$ cat src/rtl/stream_engine_router.sv
// Routes one DMA read stream to a selected compute engine and merges that engine's output
// back onto the DMA write stream, counting beats both ways and framing the job with m_last/done.
module stream_engine_router #(
    parameter int DATA_W = 128,
    parameter int N_ENG  = 4,
    parameter int SEL_W  = 2,
    parameter int LEN_W  = 20
) (
    input  logic                    clk,
    input  logic                    rst,
    input  logic                    start,
    input  logic [SEL_W-1:0]        eng_sel,
    input  logic [LEN_W-1:0]        rd_len,
    input  logic [LEN_W-1:0]        wr_len,
    output logic                    busy,
    output logic                    done,
    output logic                    sel_err,
    output logic                    dma_rd_start,
    output logic                    dma_wr_start,
    input  logic [DATA_W-1:0]       s_data,
    input  logic                    s_valid,
    output logic                    s_ready,
    output logic [N_ENG*DATA_W-1:0] eng_s_data,
    output logic [N_ENG-1:0]        eng_s_valid,
    input  logic [N_ENG-1:0]        eng_s_ready,
    input  logic [N_ENG*DATA_W-1:0] eng_m_data,
    input  logic [N_ENG-1:0]        eng_m_valid,
    output logic [N_ENG-1:0]        eng_m_ready,
    output logic [DATA_W-1:0]       m_data,
    output logic                    m_valid,
    input  logic                    m_ready,
    output logic                    m_last
);

    typedef enum logic [1:0] {IDLE, ARM, RUN, DONE} state_t;

    localparam logic [SEL_W:0] NUM_ENG = (SEL_W+1)'(N_ENG);

    state_t           state, state_next;
    logic [SEL_W-1:0] sel_q;
    logic [LEN_W-1:0] rd_len_q, wr_len_q, rd_cnt, wr_cnt;
    logic             sel_ok, accept, rd_fin, wr_fin, in_act, out_act;

    assign sel_ok  = ({1'b0, eng_sel} < NUM_ENG);
    assign accept  = (state == IDLE) && start && sel_ok;
    assign rd_fin  = (rd_cnt == rd_len_q);
    assign wr_fin  = (wr_cnt == wr_len_q);
    assign in_act  = (state == RUN) && !rd_fin;
    assign out_act = (state == RUN) && !wr_fin;

    assign busy         = (state == ARM) || (state == RUN);
    assign done         = (state == DONE);
    assign dma_rd_start = (state == ARM);
    assign dma_wr_start = (state == ARM);
    assign eng_s_data   = {N_ENG{s_data}};

    always_ff @(posedge clk or negedge rst) begin
        if (!rst) begin
            state <= IDLE;
        end else begin
            state <= state_next;
        end
    end

    always_comb begin
        state_next = state;
        case (state)
            IDLE:    if (accept) state_next = ARM;
            ARM:     state_next = RUN;
            RUN:     if (rd_fin && wr_fin) state_next = DONE;
            DONE:    state_next = IDLE;
            default: state_next = IDLE;
        endcase
    end

    // Counters only advance on real handshakes, which are already gated off once a side finishes.
    always_ff @(posedge clk or negedge rst) begin
        if (!rst) begin
            sel_q    <= '0;
            rd_len_q <= '0;
            wr_len_q <= '0;
            rd_cnt   <= '0;
            wr_cnt   <= '0;
            sel_err  <= 1'b0;
        end else begin
            sel_err <= (state == IDLE) && start && !sel_ok;
            if (accept) begin
                sel_q    <= eng_sel;
                rd_len_q <= rd_len;
                wr_len_q <= wr_len;
                rd_cnt   <= '0;
                wr_cnt   <= '0;
            end else begin
                if (s_valid && s_ready) rd_cnt <= rd_cnt + LEN_W'(1);
                if (m_valid && m_ready) wr_cnt <= wr_cnt + LEN_W'(1);
            end
        end
    end

    always_comb begin
        eng_s_valid = '0;
        eng_m_ready = '0;
        s_ready     = 1'b0;
        m_valid     = 1'b0;
        m_data      = '0;
        for (int k = 0; k < N_ENG; k++) begin
            if (sel_q == SEL_W'(k)) begin
                if (in_act) begin
                    eng_s_valid[k] = s_valid;
                    s_ready        = eng_s_ready[k];
                end
                if (out_act) begin
                    m_valid        = eng_m_valid[k];
                    m_data         = eng_m_data[k*DATA_W +: DATA_W];
                    eng_m_ready[k] = m_ready;
                end
            end
        end
        m_last = m_valid && (wr_cnt == wr_len_q - LEN_W'(1));
    end

endmodule
$ cat config.mk
export PLATFORM = sky130hd
export DESIGN_NAME = stream_engine_router
export DESIGN_NICKNAME = d
export VERILOG_FILES = /design/src/rtl/stream_engine_router.sv
export SDC_FILE = /design/constraint.sdc
export NUM_CORES = 1
export LEC_CHECK = 0
export CORE_AREA = 2 2 525 527
export DETAILED_ROUTE_END_ITERATION = 10
export DIE_AREA = 0 0 527 529
export SYNTH_ARGS = -nofsm -noshare
export SYNTH_HDL_FRONTEND = slang
export SYNTH_SLANG_ARGS = --single-unit
$ cat constraint.sdc
create_clock -name clk -period 3.3 [get_ports clk]
set_input_delay 0.495 -clock clk [delete_from_list [all_inputs] [get_ports clk]]
set_output_delay 0.495 -clock clk [all_outputs]
set_load 0.01 [all_outputs]
# Word level (Yosys, flattened, before mapping)
# Cells that the tools add are included.
# totals
out_inout_bits,656
in_bits,695
memories,0
latch_bits,0
romBits,0
reg_bits,84
ram_bits,0
word_cells,76
# op_classes
n_mux,41
shifts,0
addsub,3
multipliers,0
order_cmp,0
n_div,0
n_bitwise,0
n_eq_ne,11
n_reduce_logical,15
# op_table
op,n
128-bit 2-to-1 mux,8
20-bit 2-to-1 mux,4
20-bit equality test,3
"20-bit by 1-bit adder with 20-bit output, second input constant",2
1-bit 2-to-1 mux,26
"20-bit by 1-bit subtractor with 20-bit output, second input constant",1
"2-bit equality test, second input constant",4
2-bit case mux with 4 select lines,1
1-bit logical AND,7
"2-bit by 1-bit equality test with 1-bit output, second input constant",2
2-bit zero test,2
2-bit 2-to-1 mux,2
2-bit nonzero test,2
1-bit zero test,2
"2-bit by 1-bit inequality test with 1-bit output, second input constant",1
"2-bit inequality test, second input constant",1
2-bit AND reduction,1
1-bit logical OR,1

# Logic depth before layout (Yosys ltp)
# Gate-level depths: netlist (run 1).
# logic_depth
word_depth,14
depth_mapped,9
mapped_depth_nobuf,7

# Worst setup path after synthesis (run 1)
# OpenSTA, ideal clock, no wires.
# synth_path
path_type,reg2out
startpoint,register wr_cnt[14]
endpoint,output m_data[100]
t_arrival_ns,2.267
slack_ns,0.538
path_buffers,4
path_stages_with_launch,10
required_time_ns,2.805
path_cell_list,dfrtp_1 > buf_2 > xor2_1 > or4b_1 > or3_1 > buf_4 > o21a_4 > buf_6 > buf_6 > and2_1
# synth_between
elab_chain_cells,11
# synth_rtl
element,line,rtl
"start, declared",41,"logic [LEN_W-1:0] rd_len_q, wr_len_q, rd_cnt, wr_cnt;"
"start signal, assigned",95,if (m_valid && m_ready) wr_cnt <= wr_cnt + LEN_W'(1);
20-bit equality test *,47,assign wr_fin = (wr_cnt == wr_len_q);
1-bit zero test *,49,assign out_act = (state == RUN) && !wr_fin;
1-bit logical AND *,49,
128-bit 2-to-1 mux,112,if (out_act) begin
128-bit 2-to-1 mux,107,if (sel_q == SEL_W'(k)) begin
128-bit 2-to-1 mux,112,
128-bit 2-to-1 mux,107,
128-bit 2-to-1 mux,112,
128-bit 2-to-1 mux,107,
128-bit 2-to-1 mux,112,
128-bit 2-to-1 mux *,107,
"end, declared",29,"output logic [DATA_W-1:0] m_data,"
# Mark *: on every way between the ends. The rest lies on a longest branch, timed or not.

# Worst setup path in the final report (run 1)
# layout_path
startpoint,register wr_cnt[10]
endpoint,output m_data[99]
# The elaborated chain is that of the path after synthesis.

==> impl_metrics.toml, run 1 <==
[worst_setup_path]
setup.worst_path.start_class = "flop"
reg2reg_depth = 10
cp_max_fo = 18
crit_type = "reg2out"
r2r_slack_ns = 0.46
worst_ep_arrival_time_ns = 2.97
critPathCaptureType = "primary output"
crit_required_ns = 2.80

[die]
die_height_um = 529
die_area_um2 = 278800
rows = 192
pin_count = 1351
core_um2 = 272900
die_x_um = 527
start_util_pct = 4.778

[routing]
vias = 12608
ant_nets = 0
wl_per_cell_um = 34.82
first_pass_iters = 5
wl_um = 183500
drc_errors = 0
drtIter0Drc = 827
vias_per_cell = 2.393

[logic_synthesis]
syn_avg_cell_area_um2 = 9.118
synth-main-ff-cell = "dfrtp_1"
syn_inst = 1430
syn_nets = 2133
yosys_warnings = 0
synth_seq_cells = 84
synth_area_leaders = "buf_4, mux4_2, dfrtp_1"
synth_top_cell_by_area = "buf_4"
synth-seq-area-share_pct = 16.12
syn_area_um2 = 13040
synth_edf_count = 0
synthArstFlopShare_pct = 100.0
synth_cell_types = 66
synth_top_area_share_pct = 29.71

[timing]
relSlewSlack_pct = 38.96
rsz0062_at_grt = "true"
finalCritPeriodShare_pct = 105.1
worst_pin_slew_ns = 0.9155
fin_worst_skew_ns = 0.02442
setup_viol = 101
maxSlewViolCount = 0
hold_viol = 0
period_minus_slack_ns = 3.469
fmax_mhz = 288.3
setup-tns-final_ns = -8.518
fin_ws_ns = -0.1689

[cts]
cts_tree = "yes"
root_buffer = "clkbuf_16"
cts_hold_buf = 0
clock-sinks = 84
cts.path.max_buffers = 2
clk_pin_slew_ns = 0.07
cts-buffers-inserted = 9
clock_latency_ns = 0.38
htreeDepth = 3

[global_route]
antenna_found_initial = 158
grt_usage_pct = 12.57
grt_max_degree = 89
grt_pass1_wl_um = 210000
first_global_vias = 12384
grt.overflow.total = 0

[pwr]
power.share.clock_pct = 8.0
pwr-share-seq_pct = 12.5
cellLeakagePower_uw = 0.007208
p_int_uw = 6798
fin_total_pwr_uw = 13420
p_sw_share_pct = 49.34
power.density_nw_per_um2 = 611.0
power_frac_comb_pct = 79.5
p_switching_uw = 6622
ir_worst_vdd_mv = 0.3815

[placed_design]
hpwl_um = 170200
gp_congestion = 0.9273
port_buffers = 709

[cells_and_area]
layout.nets = 2349
drive_above_1_share_pct = 23.86
mostFrequentLayoutCell = "clkdlybuf4s50_1"
syn_to_final_growth_pct = 68.44
mostFrequentLayoutCells = "clkdlybuf4s50_1, nand2_1, mux4_2"

[run_status]
violations = "negative setup slack"
status = "finished, violations left"

[job]
maxCapViolCount = 0

[min_path]
hold_class = "in2async"
## stage by stage
step | area [um2] | setup slack, ns | util [%] | std cells | hold slack (ns)
after floorplan | 13040 | 0.5376 | - | 1430 | 0.1994
after global placement | 21330 | -0.1634 | 7.814 | 5208 | 0.4899
after detailed placement | 21330 | -0.1787 | 7.814 | 5208 | 0.4893
after CTS | 21880 | -0.1897 | 8.017 | 5239 | 0.1756
after global routing | 21910 | -0.2473 | 8.029 | 5249 | 0.2061
final | 21960 | -0.1689 | 8.048 | 5269 | 0.1471
## synth_stat cells (all sizes together) (2+ instances only)
master   number
ha            8
nand4b        3
o31a          2
and2        135
o211ai        4
nor4          9
a21o          3
o2111ai       2
nand3        16
and3          7
a31oi         2
a21oi        25
a211oi        2
or4          10
and4          5
or3          10
nor2         27
mux4        129
o31ai         9
a2111oi       4
clkbuf       58
nand2       150
o21a          3
mux2          3
inv          15
mux2i        14
o21ai        14
nand2b       13
o21bai        3
xnor2        46
a41o          4
nor3b         4
xor2          8
dfrtp        84
nand4        24
buf         540
or4b          3
nand3b        2
nor3         12
nor2b         4
## timing repair
action                     4_1_cts  5_1_grt
setup endpoints to repair      134      132
resized for setup              289       12
pin swaps                        4        2
buffers inserted                12        1
gates cloned                     3        0
## worst paths after layout
| kind | end | startpoint |
|---|---|---|
| max reg2reg | wr_cnt[2] | wr_cnt[10] |
| min in group clk | rd_len_q[12] | rd_len_q[12] |
| min | wr_len_q[6] | rst |
| max in group asynchronous | wr_len_q[19] | rst |
| max | m_data[99] | wr_cnt[10] |
| min reg2reg | rd_len_q[12] | rd_len_q[12] |
## worst max-delay path, stage by stage, from the launching register on
cell	delay, ns
dfrtp_1	0.39
xor2_1	0.16
or4b_1	0.52
or3_4	0.42
o21a_4	0.28
buf_12	0.16
buf_12	0.16
buf_4	0.15
and2_1	0.17
buf_12	0.14
## power by group through the flow
stage                     clock network (uW)  registers (uW)  logic [uW]
after floorplan                            0            1530        5080
after global placement                     0            1750       10600
after detailed placement                   0            1760       10700
after CTS                               1110            1690       11100
after global routing                    1150            1730       11400
final                                   1070            1680       10700
## registers in the layout, indices dropped and copies added (netlist names)
register and flops:
rd_len_q 20, rd_cnt 20, wr_len_q 20, state 2, sel_q 2, wr_cnt 20
## routing by layer
metal | GRT usage [%] | part of all wire (%) | up-vias
li1 | - | - | 4894
met1 | 10.65 | 29 | 5960
met2 | 22.56 | 50 | 1306
met3 | 9.615 | 17 | 396
met4 | 3.430 | 3.2 | 52
met5 | 1.177 | 0.43 | -
## layout make-up
type	count	area (um2)
Antenna cell	29	72.57
Tap cell	3589	4491
Fill cell	31813	250900
Inverter	15	56.30
Timing Repair Buffer	802	8188
Clock inverter	7	76.32
Clock buffer	9	225.2
Multi-Input combinational cell	734	6744
Sequential cell	84	2110
## cell families (layout without fill, tap and decap cells)
group	after synthesis	after routing	synth area share, %
buffers and inverters	613	833	33.17
AND/OR/NAND/NOR	437	437	17.93
multiplexers	146	146	23.62
AO/OA/AOI/OAI	87	88	4.731
flip-flops	84	84	16.12
XOR/XNOR	54	54	3.627
adder cells (fa/ha/maj)	8	8	0.7677
other	1	30	0.02876
(Power assumes the default switching activity.)
==> run 2, diff against run 1 <==
--- a/config.mk
+++ b/config.mk
@@ -6,8 +6,10 @@
 export NUM_CORES = 1
 export LEC_CHECK = 0
 export CORE_AREA = 2 2 525 527
+export CTS_BUF_LIST = sky130_fd_sc_hd__clkbuf_4
 export DETAILED_ROUTE_END_ITERATION = 10
 export DIE_AREA = 0 0 527 529
 export SYNTH_ARGS = -nofsm -noshare
 export SYNTH_HDL_FRONTEND = slang
 export SYNTH_SLANG_ARGS = --single-unit
+export TNS_END_PERCENT = 50
==> run 2 against run 1 <==
Effect of this change:
- the flow still finishes with violations (negative setup slack)
- highest routed layer unchanged
- clock skew up 0.037 ns
- cell area is 0.18% lower
- routed wire length up 0.21%
- critical path depth unchanged
- global-route usage about the same
- sequential share of layout area about the same
- final cell count grew 0.17%
- sequential cell count unchanged
- non-clock buffer count increased by 4
- via count is 0.39% higher
- register-to-register slack got worse by 0.21 ns
==> impl_metrics.toml, run 2 (synthesis gave the netlist of run 1 again) <==
[die]
die_height_um = 529
start_util_pct = 4.778
core_um2 = 272900
die_x_um = 527
rows = 192
die_area_um2 = 278800
pin_count = 1351

[cells_and_area]
syn_to_final_growth_pct = 68.13
seq_area_um2 = 2110
multi_input_area_um2 = 6778
layout.nets = 2353
drive_above_1_share_pct = 24.77
mostFrequentLayoutCells = "clkdlybuf4s50_1, nand2_1, mux4_2"
nFillCells = 31829
mostFrequentLayoutCell = "clkdlybuf4s50_1"
fin_cells = 5278

[global_route]
antenna_found_initial = 159
grt_util_met1_pct = 10.70
grt.overflow.total = 0
grtUsageMet3_pct = 9.633
grt_pass1_wl_um = 210300
grtUsageMet2_pct = 22.55
grt_max_degree = 89
top_usage_layer = "met2"
grt_usage_pct = 12.59
first_global_vias = 12354

[cts]
clock-sinks = 84
cts.path.max_buffers = 2
root_buffer = "clkbuf_4"
htreeDepth = 3
clock_latency_ns = 0.56
cts-buffers-inserted = 9
clk_pin_slew_ns = 0.22
cts_tree = "yes"

[timing]
rsz0062_at_grt = "true"
finalCritPeriodShare_pct = 110.9
fin_worst_skew_ns = 0.06122
fmax_mhz = 273.3
fin_ws_ns = -0.3588
setup-tns-final_ns = -31.40
worst_pin_slew_ns = 0.9347
hold_viol = 0
maxSlewViolCount = 0
relSlewSlack_pct = 37.69
setup_viol = 133
period_minus_slack_ns = 3.659

[worst_setup_path]
cp_max_fo = 18
crit_chain = "xor2_1 > or4b_1 > or3_4 > o21a_4 > buf_12 > buf_12 > buf_4 > and2_1 > buf_12"
max_stage_delay_ns = 0.48
crit_required_ns = 2.80
worst_ep_arrival_time_ns = 3.16
crit_family = "simple AND/OR/NAND/NOR gates"
cp_num_buf_inv = 4
r2r_slack_ns = 0.25
path_common_cell = "buf_12"
slowest_stage = "or4b_1"
setup.worst_path.start_class = "flop"
crit_type = "reg2out"
critPathCaptureType = "primary output"

[run_status]
violations = "negative setup slack"
status = "finished, violations left"

[pwr]
cellLeakagePower_uw = 0.007177
power.density_nw_per_um2 = 599.4
ir_worst_vdd_mv = 0.3785

[routing]
drc_errors = 0
wl_um = 183900
wl_per_cell_um = 34.84
vias_per_cell = 2.398
vias = 12657
first_pass_iters = 5
drtIter0Drc = 972
ant_nets = 0

[min_path]
hold_class = "in2reg"

[placed_design]
hpwl_um = 170200
dp_worst_setup_slack_ns = -0.1787
gp_congestion = 0.9273
post-place-cells = 5208
port_buffers = 709

[job]
maxCapViolCount = 0
run 2: cell count changes in the layout (fill, tap and decap cells not counted), moves of 2 or more:
cell	before	now
clkbuf_4	0	9
clkbuf_16	9	1
and2_1	113	106
and2_4	21	27
diode_2	29	34
buf_4	82	85
clkdlybuf4s15_2	25	28
dlygate4sd2_1	31	28
xnor2_1	44	42
xnor2_2	2	4
run 2: through the flow:
step | cell area (um2) | hold slack [ns] | power (uW) | util, %
floorplan | 13040 | 0.1994 | 6615 | -
global placement | 21330 | 0.4899 | 12360 | 7.814
detailed placement | 21330 | 0.4893 | 12410 | 7.814
CTS | 21770 | 0.3939 | 13610 | 7.977
global route | 21870 | 0.4011 | 14050 | 8.015
finish | 21920 | 0.4404 | 13140 | 8.033
run 2: power breakdown:
group	total (uW)	leakage, uW	switching, uW	internal (uW)
combinational	10800	0.00600	5760	5030
clock	671	0.0000794	489	182
sequential	1680	0.00110	365	1310
total	13100	0.00718	6620	6530
run 2: path summary, 6_finish.rpt:
check	start	cells past startpoint	end
setup / recovery	wr_cnt[5]	9	m_data[95]
hold / removal	rd_len[6]	3	rd_len_q[6]
setup reg to reg	sel_q[0]	8	wr_cnt[18]
hold reg to reg	rd_len_q[12]	2	rd_len_q[12]
max in group asynchronous	rst	3	wr_len_q[19]
min in group asynchronous	rst	2	wr_len_q[6]
run 2: layout make-up:
type | count | area share [%]
well taps | 3589 | 20.48
inverters | 15 | 0.2568
clock buffers | 9 | 0.3082
diodes | 34 | 0.3881
multi-input cells | 734 | 30.92
flip-flops and latches | 84 | 9.623
clock inverters | 7 | 0.3482
repair buffers | 806 | 37.67
run 2: layer usage:
layer  up-vias  routed length, um
li1       4909                  -
met1      5953              52370
met2      1343              92570
met3       398              32490
met4        54               5649
met5         -                786
run 2: worst register-to-register path: stages, from the launching register on:
cell       delay (ns)
dfrtp_4          0.56
buf_4            0.24
mux4_2           0.57
buf_4            0.25
and2_1           0.29
and3_1           0.24
o2111ai_2        0.22
or3_1            0.40
a21oi_1          0.15
run 2: what timing repair did:
item,CTS,global route
gates resized for setup,311,13
pin swaps,5,2
buffers inserted,12,3
endpoints found under the setup margin,137,139
hold endpoints to repair,21,0
gates cloned,3,1
hold buffers,1,0
==> run 3, diff against run 2 <==
--- a/config.mk
+++ b/config.mk
@@ -9,6 +9,7 @@
 export CTS_BUF_LIST = sky130_fd_sc_hd__clkbuf_4
 export DETAILED_ROUTE_END_ITERATION = 10
 export DIE_AREA = 0 0 527 529
+export SKIP_CTS_REPAIR_TIMING = 1
 export SYNTH_ARGS = -nofsm -noshare
 export SYNTH_HDL_FRONTEND = slang
 export SYNTH_SLANG_ARGS = --single-unit
==> run 3 against run 2 <==
Effect of this change:
- the run still ends with negative setup slack left
- maximum frequency down 3.4%
- non-clock buffer count fell by 2
- sequential power barely moved
- clock power increased by 1%
==> impl_metrics.toml, run 3 (synthesis gave the netlist of run 1 again) <==
[worst_setup_path]
r2r_slack_ns = 0.45
crit_required_ns = 2.80
crit_chain = "xor2_1 > or4b_1 > or3_4 > o21a_4 > buf_4 > and2_1 > clkdlybuf4s50_1"
reg2reg_depth = 7
max_stage_delay_ns = 0.49
setup.worst_path.start_class = "flop"
cp_max_fo = 8
worst_ep_arrival_time_ns = 3.29
reg2reg_from = "sel_q[0]"
r2r_end = "wr_cnt[18]"
critPathCaptureType = "primary output"
critPathLaunch = "wr_cnt[5]"
crit_type = "reg2out"
slowest_stage = "clkdlybuf4s50_1"

[min_path]
hold_depth = 3
hold_path.startpoint = "rd_len[6]"
hold_class = "in2reg"
min_to = "rd_len_q[6]"

[global_route]
antenna_found_initial = 171
grt_usage_pct = 12.40
grt.overflow.total = 0
grt_max_degree = 89
first_global_vias = 12263
grt_pass1_wl_um = 207400

[cts]
htreeDepth = 3
clk_pin_slew_ns = 0.25
clock_latency_ns = 0.58
cts-buffers-inserted = 9
clock-sinks = 84
cts.path.max_buffers = 2
cts_tree = "yes"
root_buffer = "clkbuf_4"

[die]
die_x_um = 527
pin_count = 1351
rows = 192
core_um2 = 272900
die_area_um2 = 278800
start_util_pct = 4.778
die_height_um = 529

[cells_and_area]
fin_cells = 5274
utilization_pct = 8.020
syn_to_final_growth_pct = 67.86
mostFrequentLayoutCell = "clkdlybuf4s50_1"
nFillCells = 31810
mostFrequentLayoutCells = "clkdlybuf4s50_1, nand2_1, mux4_2"
layout.nets = 2351
drive_above_1_share_pct = 22.02

[pwr]
pwr-share-seq_pct = 12.9
cellLeakagePower_uw = 0.007739
power.density_nw_per_um2 = 593.6
fin_total_pwr_uw = 12990
power.share.clock_pct = 5.2
p_sw_share_pct = 50.68
power_frac_comb_pct = 81.9
p_switching_uw = 6585
p_int_uw = 6408
ir_worst_vdd_mv = 0.3813

[routing]
wl_per_cell_um = 34.81
drtIter0Drc = 870
drc_errors = 0
ant_nets = 0
wl_um = 183600
first_pass_iters = 5
vias = 12679
vias_per_cell = 2.404

[timing]
worst_pin_slew_ns = 0.9220
rsz0062_at_grt = "true"
period_minus_slack_ns = 3.788
worst_hold_slack_ns = 0.4252
fmax_mhz = 264.0
hold_viol = 0
relSlewSlack_pct = 38.54
maxSlewViolCount = 0
fin_ws_ns = -0.4878
setup_viol = 134
fin_worst_skew_ns = 0.08325
finalCritPeriodShare_pct = 114.8

[placed_design]
gp_congestion = 0.9273
dp_worst_setup_slack_ns = -0.1787
port_buffers = 709
hpwl_um = 170200
post-place-cells = 5208

[run_status]
violations = "negative setup slack"
status = "finished, violations left"

[job]
maxCapViolCount = 0
run 3: area by class of cell:
class	count	area (um2)	share of cell area (%)
flip-flops and latches	84	2110	9.638
repair buffers	804	8280	37.83
inverters	15	56.30	0.2572
well taps	3589	4491	20.52
clock inverters	7	76.32	0.3487
clock buffers	9	67.56	0.3087
diodes	32	80.08	0.3659
multi-input cells	734	6726	30.73
run 3: metal layers:
metal	wire [um]	track usage [%]	vias to the layer above	part of all wire, %
li1	-	-	4897	-
met3	33570	9.620	400	18
met4	5023	3.087	62	2.7
met2	93410	22.45	1391	51
met5	857	1.177	-	0.47
met1	50720	10.36	5929	28
run 3: power groups by stage:
stage / combinational (uW) / clock, uW / sequential (uW)
after floorplan: 5080 / 0 / 1530
after global placement: 10600 / 0 / 1750
after detailed placement: 10700 / 0 / 1760
after CTS: 10700 / 705 / 1730
after global routing: 11400 / 738 / 1720
final: 10600 / 681 / 1680
run 3: worst max-delay path by stage:
stage | to | slack, ns
after CTS | m_last | -0.81
final | m_data[27] | -0.49
after floorplan | m_data[100] | 0.54
after detailed placement | m_last | -0.18
after global routing | m_data[34] | -0.61
after global placement | m_last | -0.16
run 3: metrics by stage:
stage | setup TNS [ns] | cell area [um2]
2_1_floorplan | 0 | 13040
3_3_place_gp | -0.8912 | 21330
3_5_place_dp | -0.8083 | 21330
4_1_cts | -72.69 | 21470
5_1_grt | -47.72 | 21830
6_report | -32.24 | 21890
run 3: critical path: cells and delay by family, from the launching register on:
kind            cells  cell delay [ns]
buf+inv             2             0.72
xor+xnor            1             0.19
flops               1             0.43
compound gates      1             0.33
simple gates        3             1.07
